File: src/rtl/pipe_optop_pkg.sv
// Shared types and constants for the R-stage OPTOP / PC-offset tracker.
// Optional stack-limit check: PIPE_OPTOP_BOUND_CHK_EN.
package pipe_optop_pkg;

  typedef enum logic [1:0] {
    ST_RELOAD = 2'd0,
    ST_RUN    = 2'd1,
    ST_TRAP   = 2'd2
  } state_e;

  localparam logic [3:0] SEL_SHFT   = 4'b0001;
  localparam logic [3:0] SEL_DATA   = 4'b0010;
  localparam logic [3:0] SEL_SHADOW = 4'b0100;
  localparam logic [3:0] SEL_CONST  = 4'b1000;

  localparam int unsigned DELTA_W_DEF    = 4;
  localparam logic [31:0] TRAP_OPTOP_DEF = 32'h003ffffc;

endpackage

File: src/rtl/pipe_optop_acc.sv
// Speculative OPTOP accumulator and 3-bit fetch-word offset adder.
// Load wins over accept; carry is a one-cycle registered pulse.
module pipe_optop_acc
  import pipe_optop_pkg::*;
#(
  parameter int unsigned DELTA_W    = DELTA_W_DEF,
  parameter logic [31:0] TRAP_OPTOP = TRAP_OPTOP_DEF
) (
  input  logic               clk,
  input  logic               reset,
  input  logic               load,
  input  logic [31:0]        load_val,
  input  logic               accept,
  input  logic [DELTA_W-1:0] delta,
  input  logic [2:0]         len,
  output logic [31:0]        optop,
  output logic [2:0]         offset,
  output logic               carry,
  output logic [31:0]        optop_nxt
);

  logic [31:0] optop_q, optop_d;
  logic [2:0]  off_q, off_d;
  logic        carry_q, carry_d;
  logic [31:0] delta_ext;
  logic [3:0]  sum;

  always_comb begin
    delta_ext = {{(32-DELTA_W){delta[DELTA_W-1]}}, delta};
    // Positive delta pushes words, so the stack pointer moves down.
    optop_nxt = optop_q - (delta_ext << 2);
    sum       = {1'b0, off_q} + {1'b0, len};
    optop_d   = optop_q;
    off_d     = off_q;
    carry_d   = 1'b0;
    if (load) begin
      optop_d = {load_val[31:2], 2'b00};
      off_d   = 3'd0;
    end else if (accept) begin
      optop_d = optop_nxt;
      off_d   = sum[2:0];
      carry_d = sum[3];
    end
  end

  always_ff @(posedge clk or posedge reset) begin
    if (reset) begin
      optop_q <= TRAP_OPTOP;
      off_q   <= 3'd0;
      carry_q <= 1'b0;
    end else begin
      optop_q <= optop_d;
      off_q   <= off_d;
      carry_q <= carry_d;
    end
  end

  assign optop  = optop_q;
  assign offset = off_q;
  assign carry  = carry_q;

endmodule

File: src/rtl/pipe_optop_trk.sv
// R-stage speculative OPTOP / PC-offset tracker with flush/trap recovery.
// Define PIPE_OPTOP_BOUND_CHK_EN to build the oplim overflow pulse.
module pipe_optop_trk
  import pipe_optop_pkg::*;
#(
  parameter int unsigned DELTA_W    = DELTA_W_DEF,
  parameter logic [31:0] TRAP_OPTOP = TRAP_OPTOP_DEF
) (
  input  logic               clk,
  input  logic               reset,
  input  logic               dec_valid_r,
  input  logic [DELTA_W-1:0] dec_delta_r,
  input  logic [2:0]         dec_len_r,
  input  logic               hold_r,
  input  logic               hold_e,
  input  logic               flush,
  input  logic               trap_in_progress,
  input  logic [31:0]        arch_optop,
  input  logic [31:0]        oplim,
  output logic               ready_r,
  output logic [31:0]        optop_shft_r,
  output logic [2:0]         pc_offset_r,
  output logic [3:0]         optop_sel_e,
  output logic [2:0]         optop_enable,
  output logic [2:0]         pc_enable,
  output logic               optop_ovf
);

  state_e      state_q, state_d;
  logic        tpulse_q, tpulse_d;
  logic        ready, load, accept, carry;
  logic [31:0] optop_nxt;

  always_comb begin
    state_d = state_q;
    ready   = 1'b0;
    load    = 1'b0;
    case (state_q)
      ST_RELOAD: begin
        load    = 1'b1;
        state_d = trap_in_progress ? ST_TRAP : ST_RUN;
      end
      ST_RUN: begin
        ready = ~hold_r;
        if (trap_in_progress) state_d = ST_TRAP;
      end
      ST_TRAP: begin
        if (!trap_in_progress) state_d = ST_RELOAD;
      end
      default: state_d = ST_RELOAD;
    endcase
    if (flush) state_d = ST_RELOAD;
    // Flush and trap outrank dispatch even when ready_r is shown high.
    accept   = dec_valid_r & ready & ~flush & ~trap_in_progress;
    tpulse_d = (state_d == ST_TRAP) && (state_q != ST_TRAP);
  end

  always_ff @(posedge clk or posedge reset) begin
    if (reset) begin
      state_q  <= ST_RELOAD;
      tpulse_q <= 1'b0;
    end else begin
      state_q  <= state_d;
      tpulse_q <= tpulse_d;
    end
  end

  pipe_optop_acc #(
    .DELTA_W    (DELTA_W),
    .TRAP_OPTOP (TRAP_OPTOP)
  ) u_acc (
    .clk       (clk),
    .reset     (reset),
    .load      (load),
    .load_val  (arch_optop),
    .accept    (accept),
    .delta     (dec_delta_r),
    .len       (dec_len_r),
    .optop     (optop_shft_r),
    .offset    (pc_offset_r),
    .carry     (carry),
    .optop_nxt (optop_nxt)
  );

  always_comb begin
    ready_r      = 1'b0;
    optop_sel_e  = SEL_CONST;
    optop_enable = 3'b000;
    pc_enable    = 3'b000;
    if (!reset) begin
      ready_r = ready;
      case (state_q)
        ST_RUN:    optop_sel_e = SEL_SHFT;
        ST_RELOAD: optop_sel_e = SEL_DATA;
        ST_TRAP:   optop_sel_e = SEL_SHADOW;
        default:   optop_sel_e = SEL_CONST;
      endcase
      optop_enable[0] = ~hold_e;
      optop_enable[1] = ~hold_e & (state_q == ST_RUN);
      optop_enable[2] = tpulse_q;
      pc_enable[0]    = carry | (state_q == ST_RELOAD);
      pc_enable[1]    = ~hold_e;
      pc_enable[2]    = ~hold_e & (state_q == ST_RUN);
    end
  end

`ifdef PIPE_OPTOP_BOUND_CHK_EN
  logic ovf_q, ovf_d;

  always_comb begin
    ovf_d = accept & (optop_nxt < oplim);
  end

  always_ff @(posedge clk or posedge reset) begin
    if (reset) ovf_q <= 1'b0;
    else       ovf_q <= ovf_d;
  end

  assign optop_ovf = ovf_q;
`else
  logic unused_bound;
  assign unused_bound = ^{oplim, optop_nxt};
  assign optop_ovf    = 1'b0;
`endif

endmodule

File: config.mk
export PLATFORM = sky130hd
export DESIGN_NAME = pipe_optop_trk
export DESIGN_NICKNAME = d
export VERILOG_FILES = /design/src/rtl/pipe_optop_pkg.sv /design/src/rtl/pipe_optop_acc.sv /design/src/rtl/pipe_optop_trk.sv
export SDC_FILE = /design/constraint.sdc
export NUM_CORES = 1
export LEC_CHECK = 0
export BUFFER_PORTS_ARGS = -buffer_cell sky130_fd_sc_hd__buf_2
export CAP_MARGIN = 5
export CELL_PAD_IN_SITES_DETAIL_PLACEMENT = 1
export CELL_PAD_IN_SITES_GLOBAL_PLACEMENT = 1
export CORE_MARGIN = 10
export CORE_UTILIZATION = 32
export CTS_CLUSTER_DIAMETER = 200
export DETAILED_ROUTE_END_ITERATION = 8
export GPL_TIMING_DRIVEN = 1
export PLACE_DENSITY_LB_ADDON = 0.1
export SLEW_MARGIN = 20
export SYNTH_ARGS = -nofsm -noshare
export SYNTH_HDL_FRONTEND = slang
export SYNTH_SLANG_ARGS = --single-unit
File: constraint.sdc
create_clock -name clk -period 3 [get_ports clk]
set_clock_uncertainty 0.05 [all_clocks]
set_input_delay 0.6 -clock clk [delete_from_list [all_inputs] [get_ports clk]]
set_output_delay 0.6 -clock clk [all_outputs]
set_load 0.02 [all_outputs]
==> reports/summary.txt <==
Reg2Reg Capture Point: u_acc.optop[31]
Pre-CTS worst setup slack: -496 ps
Ports: 125
Fin nets: 649
Worst Path Max Fanout: 2
Worst Setup End Kind: flip-flop
Post-synthesis sequential area ratio: 0.298
Max H-tree Level: 2
R2R Setup Slk: -180 ps
R2R cell count: 11
R2R Path Start: u_acc.optop[3]
GPL Wtd Cong: 0.839
Critical Path AT: 3330 ps
Max Transition Viols Final: 0
Tot Pwr: 2.19 mW
Post-route ant nets: 0
Overflow after GRT: 0
GRT Util Overall: 0.162
Routed vias/inst: 5.19
Post-Syn Instances: 370
Critical Path End: u_acc.optop[31]
Die span in y: 120 um
DRT iter0 DRCs: 119
Yosys warning count: 0
Status: finished with violations
FP Rows: 36
RSZ-0062 raised after global routing: true
Detailed-route wire length: 11700 um
Largest net degree at the start of global routing: 38
DIE WIDTH: 120 um
Placed insts: 657
DP HPWL: 8990 um
HP Class: primary input to flip-flop
Starting Density: 0.328
Layout cells sized above 1: 0.463
Global-route wire length before repair: 19500 um
Critical Path, Cell by Cell: ha_4, nor2b_4, o31a_1, a211oi_2, a221o_1, a31oi_4, a221o_2, mux2i_1, a2111oi_2, mux2i_1, a221o_1
Final core utilization: 0.492
Antenna fix cells: 0
Pwr dens: 458 nW/um^2
Kind of critical path: flip-flop to flip-flop
Max IR drop VDD: 0.191 mV
Failing checks: negative setup slack
Clk buf depth: 2
Tmin final: 3180 ps
Max cap viols: 0
CTS tree: yes
Clk slew on worst S/H paths: 80 ps
Crit path buffers/inverters: 0
Full die area: 14400 um^2
Root Buffer: clkbuf_8
Detailed-route via count: 3482
Placeable Area: 9730 um^2
CTS Buf Count: 5
Final setup viols: 2
Biggest cell delay along the critical path: 550 ps
Clock Latency Late Sink: 300 ps
CP Launch Type: flip-flop
Fmax: 314 MHz
Post-synth EDFFs: 0
Least-Margin Pin Slew: 536 ps
Setup ws final: -180 ps
Syn Area/Cell: 8.63 um^2
Worst setup startpoint: u_acc.optop[3]
Yosys cell types: 54
Cell family with most CP delay: compound AO/OA/AOI/OAI gates
Main synth FF type: dfstp_2
WP data required: 3150 ps
Final Non-Filler Cells: 671
First drt pass iteration count: 4
CP max stage cell: dfstp_2
Async set or reset register ratio after synthesis: 1.00
Slew headroom: 0.643
#FFs+latches synth: 37
Area Overhead vs Synth: 49.8%
Lkg Pwr: 2.28 nW
CTS Sinks: 37
Initial antenna violation count: 1
Vias in the first global route: 3931
Wire length per cell: 17.5 um
Remaining DRCs: 0
Final Cycle Share: 1.06
Post-Syn Area: 3190 um^2
Final Hold Vio Count: 0
Port bufs: 87
Levels on crit path: 11
## logic make-up after synthesis
kind of cell | synth area share
other | 0.00117
AO/OA/AOI/OAI | 0.287
adder cells (fa/ha/maj) | 0.138
multiplexers | 0.0125
flip-flops | 0.298
XOR/XNOR | 0.0604
AND/OR/NAND/NOR | 0.158
buffers and inverters | 0.0459
## where the power goes
part           switching, mW  total (mW)  internal (mW)
logic                  0.597        1.17          0.573
clock network          0.201       0.389          0.188
registers             0.0552       0.631          0.576
## through the flow
step           area [um^2]  hold slack [ps]  TNS [ps]
2_1_floorplan         3300              530     -1420
3_3_place_gp          4460              466     -1960
3_5_place_dp          4460              482     -2650
4_1_cts               4570              419      -243
5_1_grt               4780              451      -672
6_report              4780              438      -276
## flip-flops by register name, summed over array words and instances, names as in the netlist
register and cells:
tpulse_q 1, u_acc.carry 1, u_acc.offset 3, u_acc.optop 30, state_q 2
## Yosys cell counts, types with 6 or more instances
master / instances / area, um^2
a21oi_1: 30 / 150
ha_1: 32 / 400
nor2b_1: 10 / 62.6
dfstp_2: 20 / 526
o21ai_0: 44 / 220
a21o_1: 11 / 82.6
nand2b_1: 6 / 37.5
nand3_1: 10 / 50.1
xor2_1: 12 / 105
xnor2_1: 10 / 87.6
a22oi_1: 25 / 188
inv_1: 15 / 56.3
clkbuf_1: 14 / 52.6
nand2_1: 22 / 82.6
nor2_1: 26 / 97.6
dfrtp_1: 17 / 425
## worst min-delay path by stage
stage	cells after the start	endpoint	slack, ps	startpoint
final	2	state_q[0]	440	flush
after global placement	2	u_acc.optop[22]	470	u_acc.optop[22]
after detailed placement	2	u_acc.optop[24]	480	u_acc.optop[24]
after CTS	2	state_q[0]	420	flush
after floorplan	2	u_acc.optop[2]	530	u_acc.optop[2]
after global routing	2	state_q[0]	450	trap_in_progress
## worst register-to-register path, stage by stage (launching register included)
cell	delay (ps)
dfstp_2	550
ha_4	190
nor2b_4	120
o31a_1	280
a211oi_2	300
a221o_1	280
a31oi_4	110
a221o_2	420
mux2i_1	140
a2111oi_2	260
mux2i_1	120
a221o_1	260
## cells in the final DEF, fill, tap and decap left out, types with 17 or more instances in the layout
cell	instances
buf_4	85
dfrtp_1	17
ha_1	22
buf_2	86
a22oi_1	25
dfstp_2	20
nand2_1	22
a21oi_1	21
nor2_1	24
o21ai_0	34
## layout make-up
cell class	instances	area [um^2]
multi-input cells	301	2360
inverters	15	60.1
well taps	133	166
repair buffers	177	1150
flip-flops and latches	37	951
clock buffers	8	90.1
fillers	1193	4950
## repair_timing
item / in CTS / in global routing
buffers inserted: 1 / 6
endpoints found under the setup margin: 6 / 10
pin swaps: 5 / 17
hold buffers: 0 / 0
gates resized for setup: 5 / 34
## routing by layer
| layer | track usage | up-vias | routed length [um] | share of wire |
|---|---|---|---|---|
| li1 | - | 1694 | - | - |
| met1 | 0.196 | 1697 | 5120 | 0.44 |
| met2 | 0.279 | 82 | 5730 | 0.49 |
| met3 | 0.0497 | 9 | 767 | 0.065 |
| met4 | 0.0279 | 0 | 105 | 0.0090 |
| met5 | 0 | - | 0 | 0 |
No activity file was read; power rests on OpenSTA's default activity.
